## src/rtl/pipeline_hazard_ctrl_pkg.sv

```systemverilog
// Shared types for the pipeline stall/flush controller.
// Holds the SRAM wait FSM states and the output-priority case codes used for debug.
package pipe_ctrl_pkg;

    typedef enum logic {
        IDLE = 1'b0,
        WAIT = 1'b1
    } mem_state_t;

    localparam logic [1:0] PRIO_NONE   = 2'd0;
    localparam logic [1:0] PRIO_MEM    = 2'd1;
    localparam logic [1:0] PRIO_BRANCH = 2'd2;
    localparam logic [1:0] PRIO_HAZARD = 2'd3;

endpackage

```

## src/rtl/pipeline_hazard_ctrl_mem_wait_fsm.sv

```systemverilog
// SRAM access wait tracker with a timeout watchdog.
// Produces the memory stall request and a sticky error flag once the watchdog fires.
module mem_wait_fsm
    import pipe_ctrl_pkg::*;
#(
    parameter int MEM_TIMEOUT = 255
) (
    input  logic clk,
    input  logic rst,
    input  logic mem_req,
    input  logic sram_ready,
    output logic mem_stall,
    output logic mem_busy,
    output logic timeout_now,
    output logic mem_error
);

    localparam int unsigned CW = $clog2(MEM_TIMEOUT + 1);

    mem_state_t     state, state_next;
    logic [CW-1:0]  wait_cnt, wait_cnt_next;

    always_comb begin
        state_next    = state;
        wait_cnt_next = wait_cnt;
        timeout_now   = 1'b0;
        case (state)
            IDLE: begin
                if (mem_req && !sram_ready) begin
                    state_next    = WAIT;
                    wait_cnt_next = CW'(1);
                end
            end
            WAIT: begin
                if (sram_ready || !mem_req) begin
                    state_next    = IDLE;
                    wait_cnt_next = '0;
                end else if (wait_cnt == CW'(MEM_TIMEOUT)) begin
                    // stall is released in the timeout cycle itself
                    timeout_now   = 1'b1;
                    state_next    = IDLE;
                    wait_cnt_next = '0;
                end else begin
                    wait_cnt_next = wait_cnt + CW'(1);
                end
            end
            default: begin
                state_next    = IDLE;
                wait_cnt_next = '0;
            end
        endcase
    end

    assign mem_stall = mem_req && !sram_ready && !timeout_now;
    assign mem_busy  = (state == WAIT);

    always_ff @(posedge clk or posedge rst) begin
        if (rst) begin
            state     <= IDLE;
            wait_cnt  <= '0;
            mem_error <= 1'b0;
        end else begin
            state    <= state_next;
            wait_cnt <= wait_cnt_next;
            if (timeout_now) begin
                mem_error <= 1'b1;
            end
        end
    end

endmodule

```

## src/rtl/pipeline_hazard_ctrl.sv

```systemverilog
// Central stall/flush controller for the 5-stage pipeline: RAW hazards,
// SRAM wait stretching and branch squash, plus saturating perf counters.
module pipeline_hazard_ctrl
    import pipe_ctrl_pkg::*;
#(
    parameter int FWD_EN      = 1,
    parameter int MEM_TIMEOUT = 255,
    parameter int CNT_W       = 32
) (
    input  logic             clk,
    input  logic             rst,
    input  logic [3:0]       id_src1,
    input  logic             id_src1_valid,
    input  logic [3:0]       id_src2,
    input  logic             id_two_src,
    input  logic [3:0]       exe_dest,
    input  logic             exe_wb_en,
    input  logic             exe_mem_read,
    input  logic [3:0]       mem_dest,
    input  logic             mem_wb_en,
    input  logic             exe_branch_taken,
    input  logic             mem_req,
    input  logic             sram_ready,
    output logic             pc_freeze,
    output logic             ifid_freeze,
    output logic             idex_freeze,
    output logic             exmem_freeze,
    output logic             ifid_flush,
    output logic             idex_flush,
    output logic             memwb_flush,
    output logic             mem_busy,
    output logic             mem_error,
    output logic [CNT_W-1:0] stall_cycles,
    output logic [CNT_W-1:0] flush_count
);

    logic       mem_stall, timeout_now;
    logic       hit_exe, hit_mem, data_hazard;
    logic [1:0] prio_case;

    mem_wait_fsm #(.MEM_TIMEOUT(MEM_TIMEOUT)) u_mem_wait (
        .clk        (clk),
        .rst        (rst),
        .mem_req    (mem_req),
        .sram_ready (sram_ready),
        .mem_stall  (mem_stall),
        .mem_busy   (mem_busy),
        .timeout_now(timeout_now),
        .mem_error  (mem_error)
    );

    assign hit_exe = (id_src1_valid && id_src1 == exe_dest) || (id_two_src && id_src2 == exe_dest);
    assign hit_mem = (id_src1_valid && id_src1 == mem_dest) || (id_two_src && id_src2 == mem_dest);

    assign data_hazard = (FWD_EN != 0)
        ? (exe_wb_en && exe_mem_read && hit_exe)
        : ((exe_wb_en && hit_exe) || (mem_wb_en && hit_mem));

    always_comb begin
        if (rst)                             prio_case = PRIO_NONE;
        else if (mem_stall && !timeout_now)  prio_case = PRIO_MEM;
        else if (exe_branch_taken)           prio_case = PRIO_BRANCH;
        else if (data_hazard)                prio_case = PRIO_HAZARD;
        else                                 prio_case = PRIO_NONE;
    end

    always_comb begin
        pc_freeze    = 1'b0;
        ifid_freeze  = 1'b0;
        idex_freeze  = 1'b0;
        exmem_freeze = 1'b0;
        ifid_flush   = 1'b0;
        idex_flush   = 1'b0;
        memwb_flush  = 1'b0;
        case (prio_case)
            PRIO_MEM: begin
                pc_freeze    = 1'b1;
                ifid_freeze  = 1'b1;
                idex_freeze  = 1'b1;
                exmem_freeze = 1'b1;
                memwb_flush  = 1'b1;
            end
            PRIO_BRANCH: begin
                ifid_flush = 1'b1;
                idex_flush = 1'b1;
            end
            PRIO_HAZARD: begin
                pc_freeze   = 1'b1;
                ifid_freeze = 1'b1;
                idex_flush  = 1'b1;
            end
            default: ;
        endcase
    end

    always_ff @(posedge clk or posedge rst) begin
        if (rst) begin
            stall_cycles <= '0;
            flush_count  <= '0;
        end else begin
            if (pc_freeze && stall_cycles != '1) begin
                stall_cycles <= stall_cycles + CNT_W'(1);
            end
            if (prio_case == PRIO_BRANCH && flush_count != '1) begin
                flush_count <= flush_count + CNT_W'(1);
            end
        end
    end

endmodule

```

## config.mk

```make
export PLATFORM = sky130hd
export DESIGN_NAME = pipeline_hazard_ctrl
export DESIGN_NICKNAME = d
export VERILOG_FILES = /design/src/rtl/pipeline_hazard_ctrl_pkg.sv /design/src/rtl/pipeline_hazard_ctrl_mem_wait_fsm.sv /design/src/rtl/pipeline_hazard_ctrl.sv
export SDC_FILE = /design/constraint.sdc
export NUM_CORES = 1
export LEC_CHECK = 0
export CORE_MARGIN = 5
export CORE_UTILIZATION = 25
export DETAILED_ROUTE_END_ITERATION = 10
export DONT_BUFFER_PORTS = 1
export PLACE_DENSITY_LB_ADDON = 0.15
export SLEW_MARGIN = 10
export SYNTH_ARGS = -nofsm -noshare
export SYNTH_HDL_FRONTEND = slang
export SYNTH_SLANG_ARGS = --single-unit
```

## constraint.sdc

```tcl
create_clock -name clk -period 5.1 [get_ports clk]
set_clock_uncertainty 0.05 [all_clocks]
set_input_delay 1.275 -clock clk [delete_from_list [all_inputs] [get_ports clk]]
set_output_delay 1.275 -clock clk [all_outputs]
set_load 0.05 [all_outputs]
```

==> flow_summary.rst, run 1 <==
.. list-table::
   :header-rows: 1

   * - Metric
     - Value
   * - Worst Hold Class
     - reg -> reg
   * - Final routed DRC violation total
     - 0
   * - H-Tree Level Count
     - 3
   * - Number of warning messages in the yosys log
     - 0
   * - Layout filler cell count
     - about 1500
   * - Pin count of the biggest net entering global routing
     - 75
   * - Initial core utilization
     - 0.256
   * - Sum of negative setup slack
     - 0 ns
   * - Shortest clock period the worst path allows after layout
     - 3.95 ns
   * - Fraction of layout instances using a drive strength above 1
     - 0.103
   * - CTS buffer count
     - 9
   * - Count of final setup violators
     - 0
   * - Cell breakdown of the critical path
     - xnor2_1 -> nand3_1 -> o22ai_1 -> a31oi_1 -> nor3_2
   * - Ratio of total power to cell area
     - between 300 and 400 nW/um^2
   * - Count of hold-fix buffers inserted at cts
     - 0
   * - Pwr Total
     - around 1.7 mW
   * - Reported max-cap violation count
     - 0
   * - Worst-path maximum fanout
     - 2
   * - Clock slew at reported path FFs
     - about 0.060 ns
   * - Synthesized area per cell
     - between 10 and 15 sq um
   * - First-pass detailed-route iteration total
     - 6
   * - Reg2Reg Depth
     - 7
   * - Util after Layout
     - 0.292
   * - Number of enable-type register cells in the synthesized netlist
     - 0
   * - Post-CTS Setup Bufs
     - 0
   * - Mapped Area
     - about 3800 sq um
   * - CP peak stage delay
     - 0.64 ns
   * - Final antenna-violating net count
     - 0
   * - CP max-delay cell
     - sky130_fd_sc_hd__nor3_2
   * - Yosys cell types
     - 47
   * - RSZ-0062 raised after global routing
     - no
   * - Most common cell in the synthesized netlist
     - sky130_fd_sc_hd__dfrtp_1
   * - Number of max-slew violations in the final report
     - 0
   * - TritonCTS clock tree
     - yes
   * - Detailed router's first-iteration violation count
     - around 90
   * - Max Buffers Root-to-Sink
     - 2
   * - Yosys top cell by area
     - sky130_fd_sc_hd__dfrtp_1
   * - Number of nets produced by synthesis
     - 389
   * - Master cell of the clock root buffer
     - sky130_fd_sc_hd__clkbuf_16
   * - Insertion delay to the later sink of the worst-skew pair
     - 0.34 ns
   * - CP Capture Type
     - output pin
   * - Wire length of the first global-routing pass
     - about 16000 um
   * - WL final
     - between 9000 and 10000 um
   * - Synth Register Bits
     - 74
   * - Share of synthesized flip-flops with an asynchronous set or reset
     - 1.00
   * - Achievable frequency
     - between 200 and 300 MHz
   * - Overall die height
     - 133 um
   * - Worst Tran Pin Value
     - 1.15 ns
   * - Half-perimeter wire length of the detailed placement result
     - slightly below 7000 um
   * - Biggest area contributors in the synthesized netlist
     - sky130_fd_sc_hd__dfrtp_1, sky130_fd_sc_hd__xnor2_1, sky130_fd_sc_hd__xor2_1
   * - Detailed-route vias per instance
     - 4.89
   * - Area growth syn-to-layout
     - 14.0%
   * - Gate count after technology mapping
     - between 300 and 400
   * - Main synth FF type
     - sky130_fd_sc_hd__dfrtp_1
   * - Leak pwr
     - between 1.5 and 2 nW
   * - Leading cell types by count after synthesis
     - sky130_fd_sc_hd__dfrtp_1, sky130_fd_sc_hd__xnor2_1, sky130_fd_sc_hd__nand2_1
   * - Total routing usage reported by global routing
     - 0.113
   * - CP Data Arrival Time
     - approximately 2.6 ns
   * - Count of final hold-check violations
     - 0
   * - Routed wire per std cell
     - ~17 um
   * - Via count of the routed design
     - ~2700
   * - Critical path depth in cells
     - 5
   * - Final Net Count
     - between 300 and 400
   * - Post-Place Cells
     - between 500 and 600
   * - Post-CTS Resized
     - 0
   * - Ant. Diodes
     - 0
   * - Data required time of the worst path
     - between 3 and 4 ns
   * - Aggregate global routing overflow
     - 0
   * - Family with the most delay on the worst path
     - simple AND/OR/NAND/NOR gates
   * - Number of standard cells in the final layout excluding fillers
     - 554
   * - Buffers and inverters on the worst path
     - 0
   * - Critical Path Start Type
     - input pin
   * - Weighted congestion at the end of routability-driven global placement
     - around 0.77
   * - Initial antenna violation count
     - 0
   * - Period Utilization, post-route
     - 0.775
   * - Kind of critical path
     - in -> out
   * - Die Wd
     - 133 um
   * - Setup slack of the most critical reg-to-reg path
     - a little over 2 ns
   * - Core footprint
     - 14600 sq um
   * - Slew HR
     - 0.234
   * - Result of the run
     - finished clean
   * - Worst hold path depth
     - 1
   * - Part of the Yosys area used for sequential elements
     - 0.493
   * - Number of global-route vias before repair
     - ~2800
   * - Number of input and output port buffers inserted
     - 0
   * - Worst ir drop on vdd
     - 0.000229 V
   * - Top-area cell type share of the netlist area
     - 0.493
   * - FP Rows
     - between 40 and 50
   * - Die area
     - approximately 18000 sq um
   * - Clock Sinks
     - 74
   * - Number of placed I/O pins
     - a little under 100
==> routing by layer <==
metal  wire length, um  part of all wire  GRT usage
met1              4180              0.44      0.136
met2              4280              0.45      0.170
met3               880             0.092     0.0585
met4               175             0.018     0.0462
met5                 0                 0          0
==> layout make-up <==
cell class	instances	area, sq um	area share
Inverter	8	31.3	0.00731
Timing Repair Buffer	3	22.5	0.00527
Multi-Input combinational cell	271	1830	0.429
Clock buffer	11	243	0.0568
Sequential cell	74	1850	0.433
Tap cell	184	230	0.0538
Clock inverter	3	65.1	0.0152
==> cell families (layout without fill, tap and decap cells) <==
family	count (synthesis)	in the layout	synth area share
compound gates	20	20	0.0343
xor+xnor	72	72	0.168
fa+ha+maj	3	3	0.0100
buf+inv	15	25	0.0213
flops	74	74	0.493
mux	1	1	0.00300
simple gates	175	175	0.270
==> worst paths after layout <==
check / startpoint / end
worst min register to register: u_mem_wait.wait_cnt[5]$_DFFE_PP0P_ / u_mem_wait.wait_cnt[5]$_DFFE_PP0P_
worst min-delay path: u_mem_wait.wait_cnt[5]$_DFFE_PP0P_ / u_mem_wait.wait_cnt[5]$_DFFE_PP0P_
worst max register to register: u_mem_wait.mem_busy$_DFF_PP0_ / stall_cycles[9]$_DFFE_PP0P_
max in group asynchronous: rst / stall_cycles[29]$_DFFE_PP0P_
worst max-delay path: exe_dest[1] / idex_flush
min in group asynchronous: rst / u_mem_wait.wait_cnt[5]$_DFFE_PP0P_
==> report_power, final <==
group / total (mW) / internal [mW] / switching (mW)
Clock: 0.676 / 0.436 / 0.240
Combinational: 0.125 / 0.0527 / 0.0727
Sequential: 0.852 / 0.628 / 0.224
Total: 1.65 / 1.12 / 0.537
==> cells in the final DEF, fill, tap and decap left out, types with 4 or more instances in the layout <==
master,count
sky130_fd_sc_hd__nand4_1,23
sky130_fd_sc_hd__xor2_1,32
sky130_fd_sc_hd__nand3_1,26
sky130_fd_sc_hd__o21ai_0,5
sky130_fd_sc_hd__nor4_2,6
sky130_fd_sc_hd__nor3_1,11
sky130_fd_sc_hd__and4_1,5
sky130_fd_sc_hd__o22ai_1,4
sky130_fd_sc_hd__and3_1,13
sky130_fd_sc_hd__nor2_1,23
sky130_fd_sc_hd__clkbuf_16,9
sky130_fd_sc_hd__nor4_1,6
sky130_fd_sc_hd__xnor2_1,40
sky130_fd_sc_hd__dfrtp_1,74
sky130_fd_sc_hd__inv_1,6
sky130_fd_sc_hd__nand2_1,37
==> through the flow <==
stage          area (sq um)  hold WS, ns  worst slack [ns]
6_report               4280        0.500              1.15
5_1_grt                4280        0.553             0.955
4_1_cts                4280        0.498              1.07
3_5_place_dp           3970        0.483              1.09
3_3_place_gp           3970        0.491              1.05
2_1_floorplan          3750        0.444            0.0975
==> registers in the layout, indices dropped and copies added (netlist names) <==
name and cells:
flush_count 32, stall_cycles 32, u_mem_wait.wait_cnt 8, u_mem_wait.mem_busy 1
u_mem_wait.mem_error 1
(Power assumes the default switching activity.)
==> inputs of run 2 (changes only) <==
==> constraint.sdc (replaced) <==
create_clock -name clk -period 4.1 [get_ports clk]
set_clock_uncertainty 0.05 [all_clocks]
set_input_delay 1.025 -clock clk [delete_from_list [all_inputs] [get_ports clk]]
set_output_delay 1.025 -clock clk [all_outputs]
set_load 0.05 [all_outputs]
==> run 2 against run 1 <==
Effect of this change:
- global-route usage is 0.094 points lower
- highest routed layer unchanged
- count of clock-buffer cells in the layout stayed put
- largest power group unchanged
- critical path type unchanged
- first-iteration DRC count is 8.0% higher
- cell count is 0.90% higher
- clock power is 19% higher
- power is 22% higher
==> flow_summary.rst, run 2 (synthesis gave the netlist of run 1 again) <==
.. list-table::
   :header-rows: 1

   * - Metric
     - Value
   * - Clock slew at reported path FFs
     - 0.06 ns (about the same)
   * - Worst ir drop on vdd
     - 0.000288 V (+26%)
   * - Endpoint of the worst register-to-register path
     - stall_cycles[1]$_DFFE_PP0P_
   * - Number of max-slew violations in the final report
     - 0 (unchanged)
   * - FP Rows
     - 44 (unchanged)
   * - Final Net Count
     - 399 (+0.76%)
   * - Area growth syn-to-layout
     - 14.6%
   * - Post-CTS Resized
     - 0 (unchanged)
   * - Worst Hold Class
     - reg -> reg
   * - Master cell of the clock root buffer
     - sky130_fd_sc_hd__clkbuf_16
   * - Initial antenna violation count
     - 0 (unchanged)
   * - Post-CTS Setup Bufs
     - 0 (unchanged)
   * - Clock Sinks
     - 74 (unchanged)
   * - Count of final hold-check violations
     - 0 (unchanged)
   * - First-pass detailed-route iteration total
     - 4 (-2)
   * - Worst-path maximum fanout
     - 9 (+7)
   * - Total routing usage reported by global routing
     - 0.112 (-0.000943)
   * - Standard cell area after detailed placement
     - 3990 sq um (+0.63%)
   * - Most frequent cells in the layout
     - sky130_fd_sc_hd__dfrtp_1, sky130_fd_sc_hd__xnor2_1, sky130_fd_sc_hd__nand2_1
   * - Post-Place Cells
     - 543 (+0.56%)
   * - TritonCTS clock tree
     - yes
   * - Beginning of the critical path
     - id_src1[3]
   * - Number of global-route vias before repair
     - 2754 (-0.54%)
   * - CP peak stage delay
     - 0.35 ns (-0.29 ns)
   * - Worst slack at placement
     - 0.598 ns (-0.488 ns)
   * - Aggregate global routing overflow
     - 0 (unchanged)
   * - Cell breakdown of the critical path
     - xnor2_1 -> nand3_1 -> o22ai_1 -> or2_1 -> buf_4
   * - Insertion delay to the later sink of the worst-skew pair
     - 0.34 ns (about the same)
   * - Number of placed I/O pins
     - 99 (unchanged)
   * - Leak pwr
     - 1.89 nW (+0.60%)
   * - Detailed router's first-iteration violation count
     - 95 (+8.0%)
   * - Critical Path Start Type
     - input pin
   * - RSZ-0062 raised after global routing
     - no
   * - Final routed DRC violation total
     - 0 (unchanged)
   * - Fraction of layout instances using a drive strength above 1
     - 0.117 (+0.0146)
   * - Initial core utilization
     - 0.256 (unchanged)
   * - Half-perimeter wire length of the detailed placement result
     - 6960 um (+1.1%)
   * - CP Capture Type
     - output pin
   * - Pin count of the biggest net entering global routing
     - 75 (unchanged)
   * - Kind of critical path
     - in -> out
   * - Sum of negative setup slack
     - 0 ns (unchanged)
   * - Count of hold-fix buffers inserted at cts
     - 0 (unchanged)
   * - Count of final setup violators
     - 0 (unchanged)
   * - Ant. Diodes
     - 0 (unchanged)
   * - Max Buffers Root-to-Sink
     - 2 (unchanged)
   * - Most common library cell in the layout ignoring fill and taps
     - sky130_fd_sc_hd__dfrtp_1
   * - CP Data Arrival Time
     - 2.37 ns (-0.26 ns)
   * - Result of the run
     - finished clean
   * - Setup slack of the most critical reg-to-reg path
     - 1.16 ns (-0.91 ns)
   * - Data required time of the worst path
     - 3.02 ns (-0.75 ns)
   * - Pwr Total
     - 2.02 mW (+22%)
   * - Detailed-route vias per instance
     - 4.80 (-1.8%)
   * - Largest regs
     - flush_count x32, stall_cycles x32, u_mem_wait.wait_cnt x8
   * - Wire length of the first global-routing pass
     - 15300 um (-1.8%)
   * - Post-Route Hold Slack
     - 0.512 ns (+0.0112 ns)
   * - Number of input and output port buffers inserted
     - 0 (unchanged)
   * - Shortest clock period the worst path allows after layout
     - between 3 and 4 ns
   * - Final antenna-violating net count
     - 0 (unchanged)
   * - CP max-delay cell
     - sky130_fd_sc_hd__buf_4
   * - H-Tree Level Count
     - 3 (unchanged)
   * - Worst Tran Pin Value
     - 1.14 ns (-0.0113 ns)
   * - Weighted congestion at the end of routability-driven global placement
     - 0.740 (-4.2%)
   * - Achievable frequency
     - about 290 MHz
   * - WL final
     - 9460 um (-0.56%)
   * - Period Utilization, post-route
     - 0.840
   * - Number of standard cells in the final layout excluding fillers
     - 559 (+0.90%)
   * - Die area
     - 17600 sq um (unchanged)
   * - Util after Layout
     - 0.294 (+0.00154)
   * - Routed wire per std cell
     - 16.9 um (-1.4%)
   * - Overall die height
     - 133 um (unchanged)
   * - Slew HR
     - 0.242 (+0.00753)
   * - Post-route cell area
     - 4300 sq um (+0.53%)
   * - Post-layout worst setup margin
     - 0.655 ns (-0.493 ns)
   * - Reported max-cap violation count
     - 0 (unchanged)
   * - Via count of the routed design
     - 2682 (-0.92%)
   * - Die Wd
     - 133 um (unchanged)
   * - Last element of the critical path
     - ifid_freeze
   * - Core footprint
     - 14600 sq um (unchanged)
   * - Ratio of total power to cell area
     - 471 nW/um^2 (+22%)
   * - Reg2Reg Depth
     - 7 (unchanged)
   * - Reg-to-reg critical path startpoint
     - u_mem_wait.wait_cnt[0]$_DFFE_PP0P_
   * - CTS buffer count
     - 9 (unchanged)
run 2: worst min-delay path by stage:
stage | to | start | cells past startpoint | slack, ns
2_1_floorplan | u_mem_wait.wait_cnt[5]$_DFFE_PP0P_ | u_mem_wait.wait_cnt[5]$_DFFE_PP0P_ | 1 | 0.44
3_3_place_gp | u_mem_wait.wait_cnt[5]$_DFFE_PP0P_ | u_mem_wait.wait_cnt[5]$_DFFE_PP0P_ | 1 | 0.49
3_5_place_dp | u_mem_wait.wait_cnt[1]$_DFFE_PP0P_ | u_mem_wait.wait_cnt[1]$_DFFE_PP0P_ | 1 | 0.49
4_1_cts | u_mem_wait.wait_cnt[5]$_DFFE_PP0P_ | u_mem_wait.wait_cnt[5]$_DFFE_PP0P_ | 1 | 0.50
5_1_grt | u_mem_wait.wait_cnt[5]$_DFFE_PP0P_ | u_mem_wait.wait_cnt[5]$_DFFE_PP0P_ | 1 | 0.52
6_report | u_mem_wait.wait_cnt[5]$_DFFE_PP0P_ | u_mem_wait.wait_cnt[5]$_DFFE_PP0P_ | 1 | 0.51
run 2: per-layer routing:
layer  vias to the layer above  GRT usage  routed length, um
met1                      1292      0.129               3910
met3                         9     0.0695               1080
met2                        96      0.168               4300
li1                       1285          -                  -
met5                         -          0                  0
met4                         0     0.0421                175
run 2: final cells by class:
class / count / area [sq um]
inverter: 8 / 33.8
tap: 184 / 230
multi-input combinational: 271 / 1830
fill: 1537 / 10300
clock inverter: 5 / 52.6
sequential: 74 / 1850
clock buffer: 11 / 253
timing repair buffer: 6 / 45.0
run 2: worst max-delay path, delay by kind of cell:
family          cells  cell delay (ns)
compound gates      1             0.33
simple gates        2             0.32
xor+xnor            1             0.33
buf+inv             1             0.35
run 2: power by group:
group	leakage, nW	switching [mW]	internal [mW]
Sequential	0.995	0.246	0.782
Combinational	0.747	0.120	0.0729
Clock	0.151	0.303	0.501
Total	1.89	0.669	1.36
